--- src/rtl/rf_pkg.sv ---
// Shared definitions for the register-file data path: widths, PPP byte-mask codes
// and the dump reader state encoding.
package rf_pkg;

    localparam int ADDR_WIDTH = 5;
    localparam int DATA_WIDTH = 64;
    localparam int PPP_WIDTH  = 3;

    localparam logic [PPP_WIDTH-1:0] PPP_ALL   = 3'b000;
    localparam logic [PPP_WIDTH-1:0] PPP_UPPER = 3'b001;
    localparam logic [PPP_WIDTH-1:0] PPP_LOWER = 3'b010;
    localparam logic [PPP_WIDTH-1:0] PPP_EVEN  = 3'b011;
    localparam logic [PPP_WIDTH-1:0] PPP_ODD   = 3'b100;

    typedef enum logic [1:0] {
        ST_IDLE = 2'd0,
        ST_READ = 2'd1,
        ST_HOLD = 2'd2,
        ST_DONE = 2'd3
    } dump_state_t;

endpackage

--- src/rtl/ppp_byte_mask.sv ---
// PPP code to per-bit keep mask. Big-endian: byte 0 is bits 0:7 (MSB first).
// Shared with the register file's selective write path.
module ppp_byte_mask #(
    parameter int DATA_WIDTH = rf_pkg::DATA_WIDTH
) (
    input  logic [2:0]            sel,
    output logic [0:DATA_WIDTH-1] bit_mask
);
    import rf_pkg::*;

    localparam int NUM_BYTES = DATA_WIDTH / 8;

    logic [0:NUM_BYTES-1] byte_en;

    // Reserved codes fall through to "keep everything".
    always_comb begin
        byte_en = '1;
        for (int k = 0; k < NUM_BYTES; k++) begin
            case (sel)
                PPP_ALL:   byte_en[k] = 1'b1;
                PPP_UPPER: byte_en[k] = (k < NUM_BYTES / 2);
                PPP_LOWER: byte_en[k] = (k >= NUM_BYTES / 2);
                PPP_EVEN:  byte_en[k] = ((k % 2) == 0);
                PPP_ODD:   byte_en[k] = ((k % 2) == 1);
                default:   byte_en[k] = 1'b1;
            endcase
        end
    end

    always_comb begin
        bit_mask = '0;
        for (int b = 0; b < DATA_WIDTH; b++) begin
            bit_mask[b] = byte_en[b / 8];
        end
    end

endmodule

--- src/rtl/rf_dump_reader.sv ---
// Walks an inclusive (wrapping) address range on RF read port 0 and streams each
// PPP-masked word out over valid/ready, tagged with its address.
//
//  state | meaning
//  IDLE  | waiting for start; range and sel latched on accept
//  READ  | rf_rd_addr = cur_addr, capture masked word into output register
//  HOLD  | out_valid high, wait for out_ready; then advance or finish
//  DONE  | one-cycle done pulse, back to IDLE
module rf_dump_reader #(
    parameter int ADDR_WIDTH = rf_pkg::ADDR_WIDTH,
    parameter int DATA_WIDTH = rf_pkg::DATA_WIDTH
) (
    input  logic                  clk,
    input  logic                  reset,
    input  logic                  start,
    input  logic [ADDR_WIDTH-1:0] first_addr,
    input  logic [ADDR_WIDTH-1:0] last_addr,
    input  logic [2:0]            sel,
    output logic                  busy,
    output logic                  done,
    output logic [ADDR_WIDTH-1:0] rf_rd_addr,
    input  logic [0:DATA_WIDTH-1] rf_rd_data,
    output logic                  out_valid,
    input  logic                  out_ready,
    output logic [ADDR_WIDTH-1:0] out_addr,
    output logic [0:DATA_WIDTH-1] out_data
);
    import rf_pkg::*;

    dump_state_t state;
    dump_state_t state_nxt;

    logic [ADDR_WIDTH-1:0] cur_addr;
    logic [ADDR_WIDTH-1:0] last_q;
    logic [2:0]            sel_q;
    logic [0:DATA_WIDTH-1] rd_mask;

    logic start_accept;
    logic capture;
    logic handshake;
    logic at_last;

    ppp_byte_mask #(
        .DATA_WIDTH(DATA_WIDTH)
    ) u_mask (
        .sel      (sel_q),
        .bit_mask (rd_mask)
    );

    assign at_last = (cur_addr == last_q);

    // cur_addr only moves when entering READ, so the RF address is stable
    // everywhere else and never drops back to 0 except on reset.
    assign rf_rd_addr = cur_addr;

    always_ff @(posedge clk) begin
        if (reset) begin
            state <= ST_IDLE;
        end else begin
            state <= state_nxt;
        end
    end

    always_comb begin
        state_nxt = state;
        case (state)
            ST_IDLE: if (start) state_nxt = ST_READ;
            ST_READ: state_nxt = ST_HOLD;
            ST_HOLD: begin
                if (out_ready) begin
                    state_nxt = at_last ? ST_DONE : ST_READ;
                end
            end
            ST_DONE: state_nxt = ST_IDLE;
            default: state_nxt = ST_IDLE;
        endcase
    end

    always_comb begin
        busy         = 1'b0;
        done         = 1'b0;
        start_accept = 1'b0;
        capture      = 1'b0;
        handshake    = 1'b0;
        case (state)
            ST_IDLE: start_accept = start;
            ST_READ: begin
                busy    = 1'b1;
                capture = 1'b1;
            end
            ST_HOLD: begin
                busy      = 1'b1;
                handshake = out_ready;
            end
            ST_DONE: begin
                busy = 1'b1;
                done = 1'b1;
            end
            default: ;
        endcase
    end

    always_ff @(posedge clk) begin
        if (reset) begin
            cur_addr  <= '0;
            last_q    <= '0;
            sel_q     <= '0;
            out_valid <= 1'b0;
            out_addr  <= '0;
            out_data  <= '0;
        end else begin
            if (start_accept) begin
                cur_addr <= first_addr;
                last_q   <= last_addr;
                sel_q    <= sel;
            end
            if (capture) begin
                out_data  <= rf_rd_data & rd_mask;
                out_addr  <= cur_addr;
                out_valid <= 1'b1;
            end
            if (handshake) begin
                out_valid <= 1'b0;
                if (!at_last) begin
                    cur_addr <= cur_addr + 1'b1;
                end
            end
        end
    end

endmodule

--- config.mk ---
export PLATFORM = sky130hd
export DESIGN_NAME = rf_dump_reader
export DESIGN_NICKNAME = d
export VERILOG_FILES = /design/src/rtl/rf_pkg.sv /design/src/rtl/ppp_byte_mask.sv /design/src/rtl/rf_dump_reader.sv
export SDC_FILE = /design/constraint.sdc
export NUM_CORES = 1
export LEC_CHECK = 0
export CORE_ASPECT_RATIO = 2
export CORE_MARGIN = 5
export CORE_UTILIZATION = 42
export CTS_CLUSTER_SIZE = 25
export DETAILED_ROUTE_END_ITERATION = 16
export PLACE_DENSITY = 0.89
export SYNTH_ARGS = -nofsm -noshare
export SYNTH_HDL_FRONTEND = slang
export SYNTH_SLANG_ARGS = --single-unit
--- constraint.sdc ---
create_clock -name clk -period 2.8 [get_ports clk]
set_input_delay 0.56 -clock clk [delete_from_list [all_inputs] [get_ports clk]]
set_output_delay 0.56 -clock clk [all_outputs]
set_load 0.05 [all_outputs]
# --- Word level (Yosys, flattened, before mapping) ---
# Cells that the tools add are included.
word_totals:
  in_bits: 81
  elab_cells: 43
  out_inout_bits: 77
  register_bits: 85
op_classes:
  bitwise_logic: 1
  n_addsub: 1
  muxes: 16
  eq_ne: 10
  n_reduce_logical: 8
ops:
  columns: ["operator", "count"]
  rows:
  - ["$and 64x64->64", 1]
  - ["$mux 5", 3]
  - ["$reduce_or 2->1", 5]
  - ["$mux 1", 9]
  - ["$pmux 2 s4", 1]
  - ["$eq 3x2->1 const B", 2]
  - ["$mux 2", 3]
  - ["$add 5x1->5 const B", 1]
  - ["$eq 5x5->1", 1]
  - ["$eq 2x2->1 const B", 2]
  - ["$ne 2x2->1 const B", 2]
  - ["$eq 3x1->1 const B", 1]
  - ["$eq 3x3->1 const B", 1]
  - ["$reduce_or 3->1", 1]
  - ["$eq 2x1->1 const B", 1]
  - ["$logic_not 2->1", 1]
  - ["$reduce_and 2->1", 1]

# --- Depth between registers and ports, before layout ---
# Gate-level depths: netlist of the first run.
depth:
  word_depth: 5
  mapped_depth: 6

# --- By module ---
# A second synthesis of the first run with hierarchy kept.
hier_totals:
  cells_unflattened: 462
  area_unflattened_um2: 3714.8
by_module_without_submodules:
  columns: ["mod", "seq_area_each_um2", "area_per_inst_um2", "cells_each", "n_inst"]
  rows:
  - ["rf_dump_reader", 1701.6, 3221.8, 396, 1]
  - ["ppp_byte_mask", 0.0, 493.0, 66, 1]

# --- Worst setup path after synthesis of the first run ---
# No wires, ideal clock.
synth_timing:
  path_kind: "register -> register"
  from: "register cur_addr[0], in the netlist rf_rd_addr[0]"
  to: "register cur_addr[3], in the netlist rf_rd_addr[3]"
  n_path_buf: 1
  setup_slack_ns: 0.991
  t_arrival_ns: 1.735
  required_time_ns: 2.725
  stages_incl_launch_ff: 7
  setup_time_ns: 0.075
  period_less_slack_ns: 1.809
  path_cell_list: "dfxtp_1 > xnor2_1 > nand3_1 > nor3_1 > buf_6 > or4_1 > a31oi_1"
synth_between:
  elab_chain_len: 3
  elab_cells_between_ends: 4
  classes_between: "1 x add/sub; 1 x eq/ne; 2 x mux"
synth_rtl:
  columns: ["element", "line", "rtl"]
  rows:
  - ["from (decl)", "rf_dump_reader.sv:33", "logic [ADDR_WIDTH-1:0] cur_addr;"]
  - ["from (signal assigned)", "rf_dump_reader.sv:113", "cur_addr <= first_addr;"]
  - ["from (signal assigned)", "rf_dump_reader.sv:125", "cur_addr <= cur_addr + 1'b1;"]
  - ["$add 5x1->5 or $eq 5x5->1 (tied branches)", "rf_dump_reader.sv:125, rf_dump_reader.sv:50", null]
  - ["$mux 5 (*)", "rf_dump_reader.sv:124", "if (!at_last) begin"]
  - ["$mux 5 (*)", "rf_dump_reader.sv:122", "if (handshake) begin"]
# Every way passes the cells marked *; elsewhere a longest branch is shown, timed or not.
# A chain may end at the register's enable or synchronous reset.

# --- Worst setup path after layout of the first run ---
layout_timing:
  from: "register state[0]"
  to: "output port done"
layout_between:
  elab_chain_len: 2
layout_rtl:
  columns: ["element", "line", "rtl"]
  rows:
  - ["from (decl)", "rf_dump_reader.sv:30", "dump_state_t state;"]
  - ["from (signal assigned)", "rf_dump_reader.sv:60", "state <= state_nxt;"]
  - ["$eq 2x2->1", "rf_dump_reader.sv:85", "case (state)"]
  - ["$mux 1", "rf_dump_reader.sv:85", null]
  - ["to (decl)", "rf_dump_reader.sv:20", "output logic done,"]
# Every way passes these cells.

==> out/qor.txt, run 1 <==
Status: finished, final reports clean
Post-route cell area: 5021 um2
Crit path largest cell delay: 0.80 ns
Nets: 566
GR Layer Usage met2: 0.2945
Critical hold path startpoint: out_addr[2]
Worst Path Max Fanout: 8
Most area-consuming cells after synthesis: dfxtp_1 (56%), a22oi_1 (16%), nor2_1 (8.6%)
DP Area: 4672 um2
WS Path Type: flop to primary output
Dominant cell type by area after synthesis: dfxtp_1
Worst-path clk slew: 0.06 ns
Tcrit/Tclk final: 0.8294
Power Total: 3382 uW
Ys Warns: 0
TritonCTS clock tree: built
HP Class: flop to flop
Die Height: 130.5 um
VDD IR max: 0.0004740 V
Final min period: 2.322 ns
Wirelength, routed: 9006 um
Die area: 9164 um2
Placed Cells: 565
Slew Limit Fails: 0
CP endpoint: done
LEAKAGE: 0.001839 uW
Largest net degree at the start of global routing: 86
Resize count post-CTS: 0
RSZ-0062 raised after global routing: false
Worst skew pair latency: 0.34 ns
Post-synthesis cell count: 336
Gpl congestion: 0.8188
Max Clock Freq: 0.4306 GHz
# rows: 44
Avg Inst Size Synth: 9.071 um2
Layout Skew: 0.006388 ns
DRT Pass-1 Iters: 4
Number of global-route vias before repair: 2869
WP data required: 2.24 ns
Antenna diode count: 0
Die width: 70.24 um
Port bufs: 157
Total Neg Setup Slack: 0 ns
CTS Root Cell: clkbuf_16
Flop-to-flop setup slack: 0.74 ns
Layout cells sized above 1: 0.04703
All-Layer GR Usage: 0.1899
H-tree depth: 3
Hold-fix buffers, CTS: 0
Grt total ovfl: 0
Worst Reg-to-Reg Cells: 5
Post-synthesis sequential area ratio: 0.5583
Clock Tree Buf Depth: 2
Final number of setup-violating endpoints: 0
Bufs and invs on worst path: 1
Core area: 7157 um2
Post-synthesis cell type count: 31
Layout area overhead: 64.74%
DRT iter0 DRCs: 296
First-pass GRT wire length: 13790 um
Top cell family by delay on the critical path: buffers and inverters
CTS Buf Count: 9
Post-detail-place hpwl: 6380 um
Crit path cell chain: and2_1 > clkdlybuf4s50_1
WL per Instance: 15.50 um
Rel. slew slack: 0.1964
Reg2reg end: out_data[21]
Syn Nets: 418
Yosys reg bits: 85
# IOs: 158
Critical path launch point type: flop
Mapped cell area: 3048 um2
M3 GR Usage: 0.09342
Critical path's slowest cell: clkdlybuf4s50_1
Final Hold Fails: 0
Post-synth top area share: 0.5583
GR peak layer: met2
DRC Markers: 0
Fin cells: 581
Crit. path cell count: 2
Worst-Margin Slew: 1.205 ns
CP endpoint kind: primary output
Beginning of the worst register-to-register path: state[1]
Met1 usage: 0.2251
Post-CTS setup buffers: 0
Clock sinks: 85
Fillers: 544
Max Cap Viol: 0
Worst Setup SP: state[0]
Arr. time, crit path: 1.76 ns
Post-DRT Antenna Nets: 0
Initial Util: 0.4259
PwrDens: 673.6 nW/um2
Via count: 3011
Antenna violations before repair: 0
Vias per cell: 5.182
## worst min-delay path: stages (launching register included)
cell	delay [ns]
dfxtp_1	0.31
nand2_1	0.05
a21oi_1	0.05
## power breakdown
group / internal [uW] / total, uW / switching (uW)
clock: 894 / 1370 / 477
combinational: 281 / 683 / 402
sequential: 1280 / 1330 / 50.8
## sequential cells by signal, summed over array words and instances, names as in the netlist
| register | cells |
|---|---|
| last_q | 5 |
| out_addr | 5 |
| out_data | 64 |
| out_valid | 1 |
| rf_rd_addr | 5 |
| sel_q | 3 |
| state | 2 |
## cell usage in the layout (no fill, tap or decap), types with 2 or more instances in the layout
cell	n
nor3_1	4
bufinv_16	3
or4_1	2
nor2_1	70
and2_1	2
clkbuf_16	9
xor2_1	2
clkinvlp_4	2
buf_4	3
dfxtp_1	85
a31oi_1	2
a22oi_1	64
nand2_1	36
xnor2_1	5
o21ai_0	2
nand3_1	5
a21oi_1	16
o311ai_0	2
clkdlybuf4s50_1	156
inv_1	3
## kinds of logic (layout without fill, tap and decap cells)
logic type / count (synthesis) / after routing / synth area share
AND/OR/NAND/NOR: 123 / 123 / 0.1630
AO/OA/AOI/OAI: 92 / 92 / 0.2139
flip-flops: 85 / 85 / 0.5583
buffers and inverters: 27 / 180 / 0.03736
XOR/XNOR: 7 / 7 / 0.02012
adder cells (fa/ha/maj): 1 / 1 / 0.004104
multiplexers: 1 / 1 / 0.003284
## final cells by class
cell class	instances	area, um2	share of cell area
sequential	85	1702	0.3389
timing repair buffer	161	1609	0.3205
multi-input combinational	224	1235	0.2459
clock buffer	10	239.0	0.04760
tap	92	115.1	0.02293
clock inverter	6	110.1	0.02193
inverter	3	11.26	0.002243
## stage by stage
stage / hold slack, ns / worst slack, ns / util
finish: 0.4584 / 0.4777 / 0.7016
floorplan: 0.4478 / 0.9906 / -
CTS: 0.4543 / 0.4675 / 0.7016
global placement: 0.4453 / 0.8579 / 0.6528
detailed placement: 0.4464 / 0.7562 / 0.6528
global route: 0.4813 / 0.4001 / 0.7016
## synth_stat cells
cell type	number
dfxtp_1	85
nor2_1	70
or4_1	2
nor3_1	4
mux2i_1	1
a211oi_1	1
ha_1	1
a22oi_1	64
nand3_1	5
xor2_1	2
o21ai_0	2
nor2b_1	1
o211a_1	1
a21oi_1	16
a41oi_1	1
buf_1	5
buf_2	4
nand2_1	36
a21oi_2	1
buf_6	1
and2b_1	1
o311ai_0	2
and2_1	2
o211ai_1	1
xnor2_1	5
or3_1	1
inv_1	3
nand2b_1	1
o31a_1	1
a31oi_1	2
clkbuf_1	14
## worst min path at each step
| stage | endpoint | depth (start not counted) |
|---|---|---|
| final | out_addr[2] | 2 |
| after floorplan | last_q[1] | 2 |
| after global placement | out_addr[3] | 2 |
| after global routing | last_q[2] | 2 |
| after CTS | out_addr[2] | 2 |
| after detailed placement | out_addr[2] | 2 |
## per-layer routing
| metal | part of all wire | up-vias |
|---|---|---|
| met3 | 0.12 | 12 |
| met5 | 0 | - |
| met2 | 0.45 | 159 |
| met4 | 0.015 | 0 |
| met1 | 0.41 | 1363 |
| li1 | - | 1477 |
(Power assumes the default switching activity.)
==> inputs of run 2 (changes only) <==
CORE_UTILIZATION = 35   (was 42)
PLACE_DENSITY = 0.8   (was 0.89)
clock period = 1.9 ns   (was 2.8 ns; I/O delays follow)
==> out/qor.txt, run 2 (synthesis gave the netlist of run 1 again) <==
Die Height: 142.0 um
Number of global-route vias before repair: 3040
Nets: 572
Met2 WL: 5087 um
First-pass GRT wire length: 14900 um
H-tree depth: 3
Die area: 10790 um2
CTS Buf Count: 9
Critical path launch point type: flop
Flop-to-flop setup slack: 0.27 ns
Met3 wire length: 595 um
Worst-path clk slew: 0.06 ns
WL met1: 3328 um
Max Clock Freq: 0.5351 GHz
Beginning of the worst register-to-register path: state[1]
Worst-Margin Slew: 0.6895 ns
Clock sinks: 85
Power Total: 4598 uW
HP Class: flop to flop
Core area: 8588 um2
Grt total ovfl: 0
Gpl congestion: 0.8467
Tcrit/Tclk final: 0.9836
Arr. time, crit path: 1.49 ns
Crit path largest cell delay: 0.84 ns
DRC Markers: 0
TritonCTS clock tree: built
Layout cells sized above 1: 0.09312
Vias per cell: 5.057
Total Neg Setup Slack: 0 ns
WP data required: 1.52 ns
LEAKAGE: 0.002117 uW
Final Hold Fails: 0
Final min period: 1.869 ns
Reg2reg end: out_data[45]
CP endpoint: out_data[56]
Post-DRT Antenna Nets: 0
Max reg flops: 64
Post-detail-place hpwl: 7209 um
Worst Reg-to-Reg Cells: 5
Area of the multi-input gates: 1240 um2
Fillers: 754
RSZ-0062 raised after global routing: false
DRT Pass-1 Iters: 4
Via count: 3004
Rel. slew slack: 0.5403
All-Layer GR Usage: 0.1701
Worst skew pair latency: 0.33 ns
Most common cell after layout, fill and taps aside: clkdlybuf4s50_1
Resize count post-CTS: 1
Max Cap Viol: 0
Port bufs: 157
Critical path's slowest cell: clkdlybuf4s50_1
PwrDens: 915.4 nW/um2
VDD IR max: 0.0006025 V
WL per Instance: 15.79 um
FF/Latch Area: 1702 um2
Top routing layer in use: met4
Largest net degree at the start of global routing: 49
Top reg by flops: out_data
Wirelength, routed: 9380 um
Layout Skew: 0.008677 ns
Initial Util: 0.3549
Status: finished, final reports clean
Bufs and invs on worst path: 1
Worst Path Max Fanout: 2
Hold_ws: 0.4522 ns
Slew Limit Fails: 0
WS Path Type: flop to primary output
Crit. path cell count: 1
CP endpoint kind: primary output
Final number of setup-violating endpoints: 0
Most frequent cells in the layout: clkdlybuf4s50_1 (124), dfxtp_1 (85), nor2_1 (68), a22oi_1 (64), nand2_1 (36)
Antenna violations before repair: 0
# IOs: 158
Clock Tree Buf Depth: 2
Crit path cell chain: clkdlybuf4s50_1
Top cell family by delay on the critical path: buffers and inverters
Worst Setup SP: out_data[56]
Hold-fix buffers, CTS: 0
# rows: 48
CTS Root Cell: clkbuf_16
Layout area overhead: 64.78%
Post-CTS setup buffers: 0
DRT iter0 DRCs: 131
Die width: 75.99 um
Antenna diode count: 0
[run 2: cell count changes in the layout (fill, tap and decap cells not counted), sizes merged]
cell,previous run,this run
clkdlybuf4s50,156,124
buf,5,29
dlymetal6s2s,0,13
clkbuf,10,14
bufinv,3,0
clkinvlp,2,0
dlygate4sd2,0,1
[run 2: per-layer routing]
metal | vias up | track usage
li1 | 1486 | -
met1 | 1380 | 0.1683
met2 | 117 | 0.3124
met3 | 21 | 0.04689
met4 | 0 | 0.09662
met5 | - | 0
[run 2: worst min-delay path by stage]
stage | startpoint | depth (start not counted) | endpoint
final | out_addr[1] | 2 | out_addr[1]
after detailed placement | out_addr[1] | 2 | out_addr[1]
after global placement | out_addr[1] | 2 | out_addr[1]
after global routing | out_addr[1] | 2 | out_addr[1]
after floorplan | last_q[1] | 2 | last_q[1]
after CTS | out_addr[1] | 2 | out_addr[1]
[run 2: final cells by class]
class / count / share of cell area
Multi-Input combinational cell: 224 / 0.2469
Clock inverter: 1 / 0.0009965
Tap cell: 100 / 0.02491
Inverter: 3 / 0.002242
Timing Repair Buffer: 167 / 0.3316
Sequential cell: 85 / 0.3388
Clock buffer: 14 / 0.05456
[run 2: report_power, final]
part	switching, uW	leakage (uW)	internal, uW
logic	609	0.00129	418
clock network	636	0.000139	984
registers	65.1	0.000693	1890
[run 2: stage by stage]
| stage | setup slack (ns) | std cells | instance area (um2) | utilization |
|---|---|---|---|---|
| floorplan | 0.09058 | 336 | 3048 | - |
| global placement | 0.1558 | 579 | 4707 | 0.5481 |
| detailed placement | 0.1299 | 579 | 4707 | 0.5481 |
| CTS | 0.01073 | 594 | 4985 | 0.5804 |
| global route | 0.002416 | 594 | 5022 | 0.5848 |
| finish | 0.03114 | 594 | 5022 | 0.5848 |
==> inputs of run 3 (changes only) <==
CTS_BUF_LIST = sky130_fd_sc_hd__clkbuf_16   (was unset)
==> out/qor.txt, run 3 (synthesis gave the netlist of run 1 again) <==
CTS Root Cell: clkbuf_16
CTS Buf Count: 9
Status: finished, final reports clean
Final number of setup-violating endpoints: 0
Crit. path cell count: 1
# IOs: 158
CP endpoint kind: primary output
Max Cap Viol: 0
Initial Util: 0.3549
WS Path Type: flop to primary output
Power Total: 4464 uW
Antenna violations before repair: 0
Wirelength, routed: 9380 um
Most frequent cells in the layout: clkdlybuf4s50_1 (124), dfxtp_1 (85), nor2_1 (68), a22oi_1 (64), nand2_1 (36)
Via count: 3020
Crit path largest cell delay: 0.84 ns
Die width: 75.99 um
Number of global-route vias before repair: 3042
Die area: 10790 um2
Largest net degree at the start of global routing: 49
Core area: 8588 um2
Most common cell after layout, fill and taps aside: clkdlybuf4s50_1
Grt total ovfl: 0
Final min period: 1.872 ns
Logic gate share of total power: 0.230
Tcrit/Tclk final: 0.9854
Crit path cell chain: clkdlybuf4s50_1
WL per Instance: 15.79 um
Reg2reg end: out_data[45]
Worst-path clk slew: 0.06 ns
Worst Setup SP: out_data[56]
Hold-fix buffers, CTS: 0
Top reg by flops: out_data
DRC Markers: 0
PwrDens: 894.2 nW/um2
VDD IR max: 0.0006015 V
Slew Limit Fails: 0
WP data required: 1.52 ns
Rel. slew slack: 0.5361
DRT iter0 DRCs: 144
Final Hold Fails: 0
Part of the power in the clock network: 0.333
Nets: 572
TritonCTS clock tree: built
P_int: 3155 uW
Top cell family by delay on the critical path: buffers and inverters
Max Clock Freq: 0.5341 GHz
Antenna diode count: 0
Layout Skew: 0.008218 ns
Clock sinks: 85
All-Layer GR Usage: 0.1701
Worst-Margin Slew: 0.6958 ns
Critical path launch point type: flop
HP Class: flop to flop
Layout area overhead: 63.79%
CP endpoint: out_data[56]
H-tree depth: 3
Clock Tree Buf Depth: 2
Post-DRT Antenna Nets: 0
Switching pwr: 1309 uW
Arr. time, crit path: 1.49 ns
Beginning of the worst register-to-register path: state[1]
Flop pwr share: 0.437
Die Height: 142.0 um
Layout cells sized above 1: 0.08704
Critical path's slowest cell: clkdlybuf4s50_1
DRT Pass-1 Iters: 4
LEAKAGE: 0.002109 uW
Bufs and invs on worst path: 1
Worst Reg-to-Reg Cells: 5
Worst skew pair latency: 0.33 ns
Vias per cell: 5.084
Flop-to-flop setup slack: 0.26 ns
Port bufs: 157
RSZ-0062 raised after global routing: false
Max reg flops: 64
Post-detail-place hpwl: 7209 um
# rows: 48
First-pass GRT wire length: 14900 um
Gpl congestion: 0.8467
Worst Path Max Fanout: 2
Total Neg Setup Slack: 0 ns
Sw frac: 0.2933
run 3: changes by cell type in the layout (fill, tap and decap cells not counted):
cell      previous run  this run
clkbuf_8             3         0
clkbuf_1             2         0
inv_1                3         5
clkinv_1             0         3
run 3: tightest hold or removal path, cell delays in order, from the launching register on:
cell	delay (ns)
dfxtp_1	0.30
nand2_1	0.05
a21oi_1	0.05
run 3: how the worst min path moves through the flow:
stage                  endpoint  slack, ns  cells after the start   startpoint
global route        out_addr[1]       0.47                      2  out_addr[1]
CTS                 out_addr[1]       0.45                      2  out_addr[1]
global placement    out_addr[1]       0.45                      2  out_addr[1]
floorplan             last_q[1]       0.45                      2    last_q[1]
finish              out_addr[1]       0.45                      2  out_addr[1]
detailed placement  out_addr[1]       0.45                      2  out_addr[1]
run 3: layout make-up:
class	instances	area, um2
Clock buffer	9	225.2
Sequential cell	85	1702
Multi-Input combinational cell	224	1240
Timing Repair Buffer	167	1665
Clock inverter	6	23.77
Inverter	3	11.26
Fill cell	758	3596
Tap cell	100	125.1
run 3: what timing repair did:
item,in CTS,in global routing
setup endpoints to repair,1,41
setup buffers,0,0
endpoints found under the hold margin,0,0
resized for setup,1,15
run 3: power by group through the flow:
stage	sequential, uW	combinational (uW)	clock [uW]
detailed placement	1990	1030	0
CTS	1950	1040	1530
global placement	1980	1020	0
floorplan	2280	306	0
finish	1950	1030	1490
global route	1960	1100	1610
run 3: through the flow:
step / instance area [um2] / utilization / hold slack, ns / instances / setup slack (ns)
after floorplan: 3048 / - / 0.4478 / 336 / 0.09058
after global placement: 4707 / 0.5481 / 0.4456 / 579 / 0.1558
after detailed placement: 4707 / 0.5481 / 0.4483 / 579 / 0.1299
after CTS: 4955 / 0.5769 / 0.4540 / 594 / 0.01073
after global routing: 4992 / 0.5813 / 0.4736 / 594 / 0.002416
final: 4992 / 0.5813 / 0.4528 / 594 / 0.02772
run 3: routing by layer:
metal,share of wire,global-route usage,up-vias
met5,0,0,-
met4,0.041,0.09662,0
met1,0.36,0.1683,1398
li1,-,-,1486
met3,0.064,0.04689,23
met2,0.54,0.3124,113
